<file path="config.mk">
export PLATFORM = sky130hd
export DESIGN_NAME = pwm_capture
export DESIGN_NICKNAME = d
export VERILOG_FILES = /design/src/rtl/pwm_capture.sv
export SDC_FILE = /design/constraint.sdc
export NUM_CORES = 1
export LEC_CHECK = 0
export ABC_CLOCK_PERIOD_IN_PS = 4050
export CAP_MARGIN = 20
export CORE_MARGIN = 2
export CORE_UTILIZATION = 35
export CTS_CLUSTER_SIZE = 40
export DETAILED_ROUTE_END_ITERATION = 7
export PLACE_DENSITY = 0.6
export SLEW_MARGIN = 20
export SYNTH_ARGS = -nofsm -noshare
export SYNTH_HDL_FRONTEND = slang
export SYNTH_SLANG_ARGS = --single-unit
</file>
<file path="constraint.sdc">
create_clock -name clk -period 4.05 [get_ports clk]
set_input_delay 0.6075 -clock clk [delete_from_list [all_inputs] [get_ports clk]]
set_output_delay 0.6075 -clock clk [all_outputs]
set_load 0.03 [all_outputs]
</file>
<file path="src/rtl/pwm_capture.sv">
// PWM receiver: recovers duty (high cycles) and period-1 from a PWM input.
// Constant-level inputs are reported as stuck after a period timeout.
module pwm_capture #(
  parameter int WIDTH       = 9,
  parameter int COUNT_WIDTH = 9,
  parameter int TIMEOUT     = 512
) (
  input  logic                   clk,
  input  logic                   reset_n,
  input  logic                   enable,
  input  logic                   pwm_in,
  output logic [WIDTH-1:0]       duty_cycle,
  output logic [COUNT_WIDTH-1:0] count_value,
  output logic                   valid,
  output logic                   stuck,
  output logic                   level
);

  localparam int PW = COUNT_WIDTH + 1;
  localparam logic [PW-1:0] TMO = PW'(TIMEOUT);

  typedef enum logic {IDLE, MEAS} state_e;

  state_e state_q, state_d;

  logic s1_q, s2_q, s3_q;
  logic rise, tmo;

  logic [PW-1:0]          period_q, period_d;
  logic [WIDTH-1:0]       high_q, high_d;
  logic [WIDTH-1:0]       duty_q, duty_d;
  logic [COUNT_WIDTH-1:0] cnt_q, cnt_d;
  logic                   valid_q, valid_d;
  logic                   stuck_q, stuck_d;
  logic                   level_q, level_d;

  assign rise = s2_q & ~s3_q;
  assign tmo  = (period_q == TMO);

  always_comb begin
    state_d  = state_q;
    period_d = period_q;
    high_d   = high_q;
    duty_d   = duty_q;
    cnt_d    = cnt_q;
    valid_d  = 1'b0;
    stuck_d  = stuck_q;
    level_d  = level_q;
    if (!enable) begin
      state_d  = IDLE;
      period_d = '0;
      high_d   = '0;
    end else if (rise) begin
      // first rise after IDLE only arms the measurement
      if (state_q == MEAS) begin
        duty_d  = high_q;
        cnt_d   = COUNT_WIDTH'(period_q - PW'(1));
        stuck_d = 1'b0;
        valid_d = 1'b1;
      end
      state_d  = MEAS;
      period_d = PW'(1);
      high_d   = WIDTH'(1);
    end else if (tmo) begin
      duty_d   = s2_q ? '1 : '0;
      cnt_d    = '1;
      stuck_d  = 1'b1;
      level_d  = s2_q;
      valid_d  = 1'b1;
      period_d = '0;
      high_d   = '0;
      state_d  = IDLE;
    end else begin
      period_d = period_q + PW'(1);
      if (state_q == MEAS && s2_q && high_q != '1)
        high_d = high_q + WIDTH'(1);
    end
  end

  always_ff @(posedge clk) begin
    if (!reset_n) begin
      state_q  <= IDLE;
      s1_q     <= 1'b0;
      s2_q     <= 1'b0;
      s3_q     <= 1'b0;
      period_q <= '0;
      high_q   <= '0;
      duty_q   <= '0;
      cnt_q    <= '0;
      valid_q  <= 1'b0;
      stuck_q  <= 1'b0;
      level_q  <= 1'b0;
    end else begin
      state_q  <= state_d;
      s1_q     <= pwm_in;
      s2_q     <= s1_q;
      s3_q     <= s2_q;
      period_q <= period_d;
      high_q   <= high_d;
      duty_q   <= duty_d;
      cnt_q    <= cnt_d;
      valid_q  <= valid_d;
      stuck_q  <= stuck_d;
      level_q  <= level_d;
    end
  end

  assign duty_cycle  = duty_q;
  assign count_value = cnt_q;
  assign valid       = valid_q;
  assign stuck       = stuck_q;
  assign level       = level_q;

endmodule

</file>
# Word-level counts from Yosys, hierarchy flattened
# Index checks and enable logic that the tools add are counted.
dict set report word_totals {
  inputBits 4
  ff_bits 44
  wordCells 52
  out_inout_bits 21
}
dict set report classes {
  n_reduce_logical 8
  n_mux 20
  n_eq_ne 3
  add_sub_neg 3
  bitwise_logic 5
}
# op count
set op_table {}
lappend op_table {{$mux W9} 7}
lappend op_table {{$mux W1} 13}
lappend op_table {{$add A10 B1 Y10 const B} 1}
lappend op_table {{$eq A10 B10 Y1 const B} 1}
lappend op_table {{$add A9 B1 Y9 const B} 1}
lappend op_table {{$ne A9 B9 Y1 const B} 1}
lappend op_table {{$sub A9 B1 Y9 const B} 1}
lappend op_table {{$reduce_and A3 Y1} 2}
lappend op_table {{$not A1 Y1} 4}
lappend op_table {{$reduce_or A4 Y1} 1}
lappend op_table {{$reduce_bool A3 Y1} 1}
lappend op_table {{$logic_and A1 B1 Y1} 2}
lappend op_table {{$ne A2 B2 Y1 const B} 1}
lappend op_table {{$reduce_and A2 Y1} 1}
lappend op_table {{$reduce_bool A2 Y1} 1}
lappend op_table {{$and A1 B1 Y1} 1}

# Longest topological paths before layout
# Gate-level depths: netlist (run 1).
dict set report logic_depth {
  depth_word 5
  mapped_depth 9
  ltp_nobuf 8
}

# Least setup slack after synthesis (run 1)
# No wires, ideal clock.
dict set report synth_timing {
  path_type {reg2reg}
  startpoint {register period_q[4]}
  endpoint {register period_q[2]}
  stages_incl_launch_ff 8
  t_required_ns 3.935
  n_path_buf 3
  arrival_ns 1.888
  synth_period_minus_slack_ns 2.003
  slack_ns 2.047
  setup_time_ns 0.115
  path_cell_list {dfxtp_1 buf_6 or4_4 nor3_1 or3_1 buf_4 buf_4 nor2_1}
}
dict set report synth_via {
  elab_chain_len 2
}
# element line_no
set synth_lines {}
lappend synth_lines {{from (decl)} 29} ;# logic [PW-1:0] period_q, period_d;
lappend synth_lines {{from (signal assigned)} 98} ;# period_q <= period_d;
lappend synth_lines {{$eq A10 B10 Y1} 38} ;# assign tmo = (period_q == TMO);
lappend synth_lines {{$reduce_or A4 Y1 (no line)} n/a}
# Every way passes these cells.
# A chain may end at the register's enable or synchronous reset.

# Final worst setup path (run 1)
dict set report layout_timing {
  startpoint {register period_q[4]}
  endpoint {register period_q[3]}
}
# The elaborated chain is that of the path after synthesis.

==> flow_metrics.tcl, run 1 <==
set metrics [dict create \
    cp_slowest_stage_delay_ps 620 \
    async_flop_share 0 \
    finalCritPeriodShare 0.5929 \
    maxSlewHeadroom 0.5115 \
    die_h_um 78.94 \
    start_util 0.3592 \
    cts_max_level 2 \
    gp_congestion 0.7957 \
    tns_ps 0 \
    cts.path.max_buffers 2 \
    hold_viol_final 0 \
    max_freq_mhz 416.5 \
    worstPathMaxFanout 17 \
    synth_cell_types 44 \
    totalWireLength_mm 4.010 \
    max_slew.worst_pin.slew_ps 727.2 \
    chipWidth_um 78.94 \
    start_kind "register" \
    grtUsageTotal 0.1383 \
    ir_worst_vdd_v 0.0001860 \
    drt_drc_violations_left 0 \
    vias 1527 \
    crit_type "reg2reg" \
    critPathArrivalTime_ps 2560 \
    ctsHoldBuffers 0 \
    drive_gt1_frac 0.07424 \
    power.density_nw_per_um2 329.1 \
    insertedDiodeCount 0 \
    cts_tree "yes" \
    ys_seq_area_frac 0.4481 \
    cts_root_buffer "clkbuf_8" \
    cts_sinks 44 \
    ios 25 \
    antenna_found_initial 0 \
    dieArea_um2 6232 \
    drv_slew 0 \
    rows 27 \
    wl_per_cell_um 13.32 \
    path_clk_slew_ps 80 \
    area_growth_pct 18.01 \
    run_status "complete, no violations" \
    ant_nets 0 \
    drt_pass1_iterations 4 \
    grt_pass1_wl_mm 6.775 \
    clock_latency_ps 290 \
    finalWorstPathRequiredPeriod_ps 2401 \
    setup_viol 0 \
    synth_edf_count 0 \
    synth.avg_cell_area_um2 9.316 \
    design.core.area_um2 5473 \
    critPathTopFamily "simple AND/OR/NAND/NOR gates" \
    fin_nets 238 \
    synth_area_um2 1966 \
    grt_overflow 0 \
    place_hpwl_mm 2.871 \
    cp-end-kind "register" \
    worstPathCellList "or4_4, nor3_1, or3_1, nor2_1" \
    synth-seq-cells 44 \
    ys_warn_count 0 \
    cts-resized-gates 0 \
    leakage_nw 0.7831 \
    holdWs_ps 434.5 \
    cts_buffers 5 \
    cp_slowest_cell "nor3_1" \
    required_ps 4210 \
    postCtsSetupBuffers 0 \
    syn-num-nets 220 \
    grt_pass1_vias 1367 \
    synth-main-ff-cell "dfxtp_1" \
    hp-class "reg2reg" \
    vias_per_cell 5.073 \
    skew_ps 6.458 \
    synthCells 211 \
    power.total_uw 763.3 \
    drt-initial-drc-count 108 \
    grt_max_degree 21 \
    drv_cap 0 \
    rsz0062_at_grt "false" \
    place.port_buffers 24 \
    path_buf_inv 0 \
]
-- cells by family after synthesis --
kind of cell             Yosys count  share of synthesized area
flip-flops                        44                     0.4481
AND/OR/NAND/NOR                   87                     0.2260
buffers and inverters             16                    0.04264
AO/OA/AOI/OAI                     39                     0.1611
XOR/XNOR                          18                    0.08020
multiplexers                       2                    0.01019
adder cells (fa/ha/maj)            5                    0.03183
-- stage by stage --
step	worst slack, ps	util	std cells	cell area, um2
after floorplan	2047	-	211	1966
after global placement	1413	0.4063	294	2223
after detailed placement	1370	0.4063	294	2223
after CTS	1639	0.4239	301	2320
after global routing	1430	0.4239	301	2320
final	1649	0.4239	301	2320
-- sequential cells by signal, summed over array words and instances (netlist names) --
register	flops
count_value	9
duty_cycle	9
high_q	9
level	1
period_q	10
s1_q	1
s2_q	1
s3_q	1
state_q	1
stuck	1
valid	1
-- path summary, 6_finish.rpt --
| path | startpoint | to | slack [ps] | cells after the start |
|---|---|---|---|---|
| setup / recovery | period_q[4] | period_q[3] | 1650 | 4 |
| hold / removal | s1_q | s2_q | 430 | 1 |
| hold reg to reg | s1_q | s2_q | 430 | 1 |
| setup reg to reg | period_q[4] | period_q[3] | 1650 | 4 |
-- Yosys cell counts, drive strengths merged, types with 6 or more instances --
library cell,number,area [um2]
nand2,20,75.07
nand3,10,50.05
dfxtp,44,880.8
o2111ai,7,61.31
buf,6,46.28
nor2,21,78.83
xor2,10,87.58
xnor2,8,70.07
clkbuf,7,26.28
a21oi,6,30.03
o21ai,11,55.05
-- per-layer routing --
layer / GRT usage / routed length [um] / vias up
li1: - / - / 790
met5: 0 / 0 / -
met2: 0.1855 / 1588 / 35
met4: 0.04655 / 49 / 0
met3: 0.03750 / 208 / 4
met1: 0.2105 / 2163 / 698
-- where the power goes --
group	internal, mW	switching (mW)	leakage, nW
Combinational	0.0116	0.0214	0.378
Sequential	0.435	0.00478	0.355
Clock	0.152	0.139	0.0503
Total	0.599	0.165	0.783
-- layout make-up --
type / instances / area, um2
Fill cell: 568 / 3153
Clock buffer: 7 / 96.34
Sequential cell: 44 / 880.8
Multi-Input combinational cell: 151 / 1001
Tap cell: 72 / 90.09
Timing Repair Buffer: 24 / 240.2
Inverter: 3 / 11.26
-- cells in the final DEF (no fill, tap or decap), types with 2 or more instances in the layout --
cell type | synthesis | layout
o2111ai_1 | 7 | 7
clkdlybuf4s50_1 | 0 | 24
a21oi_1 | 6 | 6
nand2b_1 | 2 | 2
o21ai_0 | 11 | 11
ha_1 | 5 | 5
clkbuf_8 | 0 | 7
xnor2_1 | 8 | 8
nor2b_1 | 2 | 2
nand3b_1 | 3 | 3
or3_1 | 4 | 4
nor3_1 | 5 | 5
nand3_1 | 10 | 10
and3_1 | 3 | 3
xor2_1 | 10 | 10
nor2_1 | 21 | 21
nand4_1 | 5 | 5
and2_1 | 3 | 3
inv_1 | 3 | 3
a32o_1 | 3 | 3
o221a_2 | 4 | 4
mux2i_1 | 2 | 2
nand2_1 | 20 | 20
dfxtp_1 | 44 | 44
No activity file was read; power rests on OpenSTA's default activity.
==> inputs of run 2 (changes only) <==
--- a/config.mk
+++ b/config.mk
@@ -5,7 +5,7 @@
 export SDC_FILE = /design/constraint.sdc
 export NUM_CORES = 1
 export LEC_CHECK = 0
-export ABC_CLOCK_PERIOD_IN_PS = 4050
+export ABC_CLOCK_PERIOD_IN_PS = 2250
 export CAP_MARGIN = 20
 export CORE_MARGIN = 2
 export CORE_UTILIZATION = 35
==> constraint.sdc (replaced) <==
create_clock -name clk -period 2.25 [get_ports clk]
set_input_delay 0.3375 -clock clk [delete_from_list [all_inputs] [get_ports clk]]
set_output_delay 0.3375 -clock clk [all_outputs]
set_load 0.03 [all_outputs]
==> run 2 against run 1 <==
Against the previous run:
- via count rose by 2.4%
- highest routed layer unchanged
- clock skew increased by 3.3 ps
- core utilization up 2.2 points
- sequential power rose by 79%
- critical endpoint is now count_value[2]
- global-route usage grew 0.86 points
- flip-flop and latch count stayed put
- critical path type unchanged
- die area did not move
==> flow_metrics.tcl, run 2 (same netlist as run 1, synthesis figures left out) <==
set metrics [dict create \
    run_status "complete, no violations" \
    drt_pass1_iterations 4 \
    grtUsageTotal 0.1469 \
    drv_slew 0 \
    grt_pass1_wl_mm 7.210 \
    chipWidth_um 78.94 \
    combPwrFrac 0.041 \
    drt_drc_violations_left 0 \
    leakage_nw 0.8516 \
    max_freq_mhz 510.4 \
    cts_root_buffer "clkbuf_8" \
    crit_type "reg2reg" \
    cp-end-kind "register" \
    cts_sinks 44 \
    antenna_found_initial 0 \
    grt_overflow 0 \
    maxSlewHeadroom 0.5945 \
    tns_ps 0 \
    rsz0062_at_grt "false" \
    postCtsSetupBuffers 0 \
    worstPathMaxFanout 8 \
    cts_tree "yes" \
    internal_power_mw 1.365 \
    skew_ps 9.714 \
    place.port_buffers 24 \
    insertedDiodeCount 0 \
    start_util 0.3592 \
    place_area_um2 2283 \
    layout_common_cells "44 x dfxtp_1, 24 x clkdlybuf4s50_1, 21 x nor2_1, 20 x nand2_1, 11 x o21ai_0" \
    start_kind "register" \
    die_h_um 78.94 \
    area_growth_pct 24.25 \
    finalWorstPathRequiredPeriod_ps 1959 \
    required_ps 2450 \
    drive_gt1_frac 0.1092 \
    path_clk_slew_ps 80 \
    power.density_nw_per_um2 690.9 \
    p_sw_uw 322.2 \
    ctsHoldBuffers 0 \
    fin_nets 246 \
    top_register "period_q" \
    totalWireLength_mm 4.147 \
    drt-initial-drc-count 79 \
    cts.path.max_buffers 2 \
    swShare 0.1910 \
    place_hpwl_mm 2.854 \
    cts-resized-gates 0 \
    grt_pass1_vias 1462 \
    finalCritPeriodShare 0.8708 \
    final_common_cell "dfxtp_1" \
    wl_per_cell_um 13.38 \
    vias 1563 \
    critPathArrivalTime_ps 2160 \
    largest_reg_flops 10 \
    rows 27 \
    ir_worst_vdd_v 0.0002904 \
    setup_viol 0 \
    pwr-share-seq 0.468 \
    gp_congestion 0.8570 \
    vias_per_cell 5.042 \
    clock_latency_ps 300 \
    fin_area_um2 2442 \
    cts_max_level 2 \
    hp-class "reg2reg" \
    hold_viol_final 0 \
    cts_buffers 5 \
    grt_max_degree 18 \
    design.core.area_um2 5473 \
    clock_power_share 0.491 \
    max_slew.worst_pin.slew_ps 607.0 \
    ios 25 \
    dieArea_um2 6232 \
    ant_nets 0 \
    drv_cap 0 \
]
==> run 2: cell types whose count changed in the layout (fill, tap and decap cells not counted) <==
cell       change
bufinv_16      +3
clkbuf_8       -2
buf_4          +8
==> run 2: layout make-up <==
cell class / count / area (um2)
clock inverter: 3 / 90.09
timing repair buffer: 32 / 300.3
tap: 72 / 90.09
inverter: 3 / 11.26
sequential: 44 / 880.8
fill: 548 / 3030
multi-input combinational: 151 / 1001
clock buffer: 5 / 68.82
==> run 2: path summary, 6_finish.rpt <==
kind,from,to,cells after the start,slack [ps]
worst min-delay path,s1_q,s2_q,1,440
worst min register to register,s1_q,s2_q,1,440
worst max register to register,period_q[4],count_value[2],4,290
worst max-delay path,period_q[4],count_value[2],4,290
==> run 2: through the flow <==
stage / util / hold WS (ps) / std cells / worst slack, ps / power, mW
floorplan: - / 411.9 / 211 / 247.5 / 0.8520
global placement: 0.4172 / 416.0 / 302 / 396.6 / 0.8767
detailed placement: 0.4172 / 420.0 / 302 / 350.2 / 0.8764
CTS: 0.4463 / 439.9 / 310 / 292.2 / 1.712
global route: 0.4463 / 463.3 / 310 / 201.7 / 1.753
finish: 0.4463 / 436.3 / 310 / 290.7 / 1.687
==> run 2: metal layers <==
| layer | share of wire | global-route usage | vias to the layer above | wire length, um |
|---|---|---|---|---|
| met5 | 0 | 0 | - | 0 |
| met4 | 0.013 | 0.05172 | 0 | 52 |
| met3 | 0.039 | 0.03750 | 4 | 163 |
| met2 | 0.41 | 0.2017 | 36 | 1712 |
| met1 | 0.54 | 0.2203 | 722 | 2219 |
| li1 | - | - | 801 | - |
==> run 2: critical path: stages, from the launching register on <==
cell      delay (ps)
dfxtp_1          390
or4_4            570
o41ai_4          390
a21boi_1         240
a22o_1           270
==> run 2: power by group through the flow <==
stage / Clock [mW] / Sequential [mW] / Combinational (mW)
CTS: 0.853 / 0.789 / 0.0693
global placement: 0 / 0.808 / 0.0691
detailed placement: 0 / 0.808 / 0.0687
floorplan: 0 / 0.807 / 0.0447
global route: 0.885 / 0.791 / 0.0773
finish: 0.829 / 0.789 / 0.0690
==> inputs of run 3 (changes only) <==
--- a/config.mk
+++ b/config.mk
@@ -5,13 +5,13 @@
 export SDC_FILE = /design/constraint.sdc
 export NUM_CORES = 1
 export LEC_CHECK = 0
-export ABC_CLOCK_PERIOD_IN_PS = 2250
 export CAP_MARGIN = 20
 export CORE_MARGIN = 2
 export CORE_UTILIZATION = 35
 export CTS_CLUSTER_SIZE = 40
 export DETAILED_ROUTE_END_ITERATION = 7
 export PLACE_DENSITY = 0.6
+export REMOVE_ABC_BUFFERS = 1
 export SLEW_MARGIN = 20
 export SYNTH_ARGS = -nofsm -noshare
 export SYNTH_HDL_FRONTEND = slang
==> run 3 against run 2 <==
Against the previous run:
- flip-flop and latch count stayed put
- fmax is 0.40% higher
- worst setup slack better by 7.8 ps
- sequential power hardly changed
- global-route usage is 0.24 points lower
- non-clock buffer count stayed put
- clock-buffer cell count stayed put
- register-to-register slack hardly changed
- critical path depth stayed put
- die area stayed put
- wire length is 2.0% higher
- critical path type unchanged
- highest routed layer unchanged
==> flow_metrics.tcl, run 3 (same netlist as run 1, synthesis figures left out) <==
set metrics [dict create \
    start_kind "register" \
    fillers 565 \
    die_h_um 78.94 \
    pwr-share-seq 0.535 \
    clock_latency_ps 300 \
    finalCritPeriodShare 0.8673 \
    finalWorstPathRequiredPeriod_ps 1952 \
    cts-resized-gates 0 \
    top_register "period_q" \
    chipWidth_um 78.94 \
    totalWireLength_mm 4.231 \
    critPathArrivalTime_ps 2140 \
    drv_cap 0 \
    p_sw_uw 331.6 \
    leakage_nw 0.8312 \
    drt_drc_violations_left 0 \
    cp-end-kind "register" \
    wl_per_cell_um 13.65 \
    dieArea_um2 6232 \
    cts_buffers 5 \
    rsz0062_at_grt "false" \
    worstPathMaxFanout 8 \
    rows 27 \
    drive_gt1_frac 0.1092 \
    instances_no_fill 310 \
    grtUsageTotal 0.1445 \
    cts_sinks 44 \
    place_hpwl_mm 2.989 \
    hold_viol_final 0 \
    fin_nets 246 \
    grt_overflow 0 \
    layout_common_cells "44 x dfxtp_1, 24 x clkdlybuf4s50_1, 21 x nor2_1, 20 x nand2_1, 11 x o21ai_0" \
    skew_ps 12.32 \
    combPwrFrac 0.046 \
    max_slew.worst_pin.slew_ps 560.9 \
    setup_viol 0 \
    clock_power_share 0.419 \
    internal_power_mw 1.145 \
    gp_congestion 0.8230 \
    drt-initial-drc-count 150 \
    max_freq_mhz 512.4 \
    drt_pass1_iterations 4 \
    holdWs_ps 442.3 \
    cts_root_buffer "clkbuf_8" \
    power.density_nw_per_um2 615.1 \
    path_clk_slew_ps 90 \
    antenna_found_initial 0 \
    maxSlewHeadroom 0.6253 \
    final_util 0.4385 \
    grt_pass1_wl_mm 7.093 \
    ir_worst_vdd_v 0.0002550 \
    design.core.area_um2 5473 \
    drv_slew 0 \
    ctsHoldBuffers 0 \
    final_common_cell "dfxtp_1" \
    power.total_mw 1.476 \
    required_ps 2440 \
    place.port_buffers 24 \
    postCtsSetupBuffers 0 \
    crit_type "reg2reg" \
    grt_pass1_vias 1450 \
    tns_ps 0 \
    vias_per_cell 5.045 \
    vias 1564 \
    start_util 0.3592 \
    ios 25 \
    largest_reg_flops 10 \
    insertedDiodeCount 0 \
    cts.path.max_buffers 2 \
    swShare 0.2246 \
    cts_tree "yes" \
    numPlacedInstances 302 \
    run_status "complete, no violations" \
    ant_nets 0 \
    hp-class "reg2reg" \
    grt_max_degree 17 \
    area_growth_pct 22.09 \
    cts_max_level 2 \
]
run 3: cell count changes in the layout (fill, tap and decap cells not counted), sizes merged:
cell and delta:
bufinv -2, clkinv +2
run 3: final timing paths:
check / start / end / slack [ps] / cells after the start
worst max register to register: period_q[4] / count_value[2] / 300 / 4
worst min register to register: s1_q / s2_q / 440 / 1
worst max-delay path: period_q[4] / count_value[2] / 300 / 4
worst min-delay path: s1_q / s2_q / 440 / 1
run 3: power by group through the flow:
stage / sequential [mW] / combinational, mW / clock [mW]
floorplan: 0.808 / 0.0339 / 0
global placement: 0.808 / 0.0682 / 0
detailed placement: 0.807 / 0.0684 / 0
CTS: 0.789 / 0.0687 / 0.632
global route: 0.790 / 0.0753 / 0.666
finish: 0.789 / 0.0684 / 0.619
run 3: final cells by class:
cell class,instances,area [um2],share of cell area
clock buffers,5,68.82,0.02868
multi-input cells,151,1001,0.4171
inverters,3,11.26,0.004692
well taps,72,90.09,0.03754
repair buffers,32,300.3,0.1251
clock inverters,3,47.55,0.01981
flip-flops and latches,44,880.8,0.3670
run 3: stage by stage:
step | setup slack (ps) | instance area [um2]
6_report | 298.5 | 2400
5_1_grt | 175.6 | 2400
4_1_cts | 285.9 | 2400
3_5_place_dp | 306.2 | 2283
3_3_place_gp | 302.1 | 2283
2_1_floorplan | 260.5 | 1893
run 3: worst max-delay path: stages (launching register included):
cell and delay [ps]:
dfxtp_1 390, or4_4 570, o41ai_4 400, a21boi_1 220
a22o_1 260
run 3: per-layer routing:
layer / wire length, um / track usage / share of wire / vias to the layer above
li1: - / - / - / 798
met1: 2166 / 0.2067 / 0.51 / 732
met2: 1863 / 0.2128 / 0.44 / 29
met3: 131 / 0.03636 / 0.031 / 5
met5: 0 / 0 / 0 / -
met4: 69 / 0.04655 / 0.016 / 0
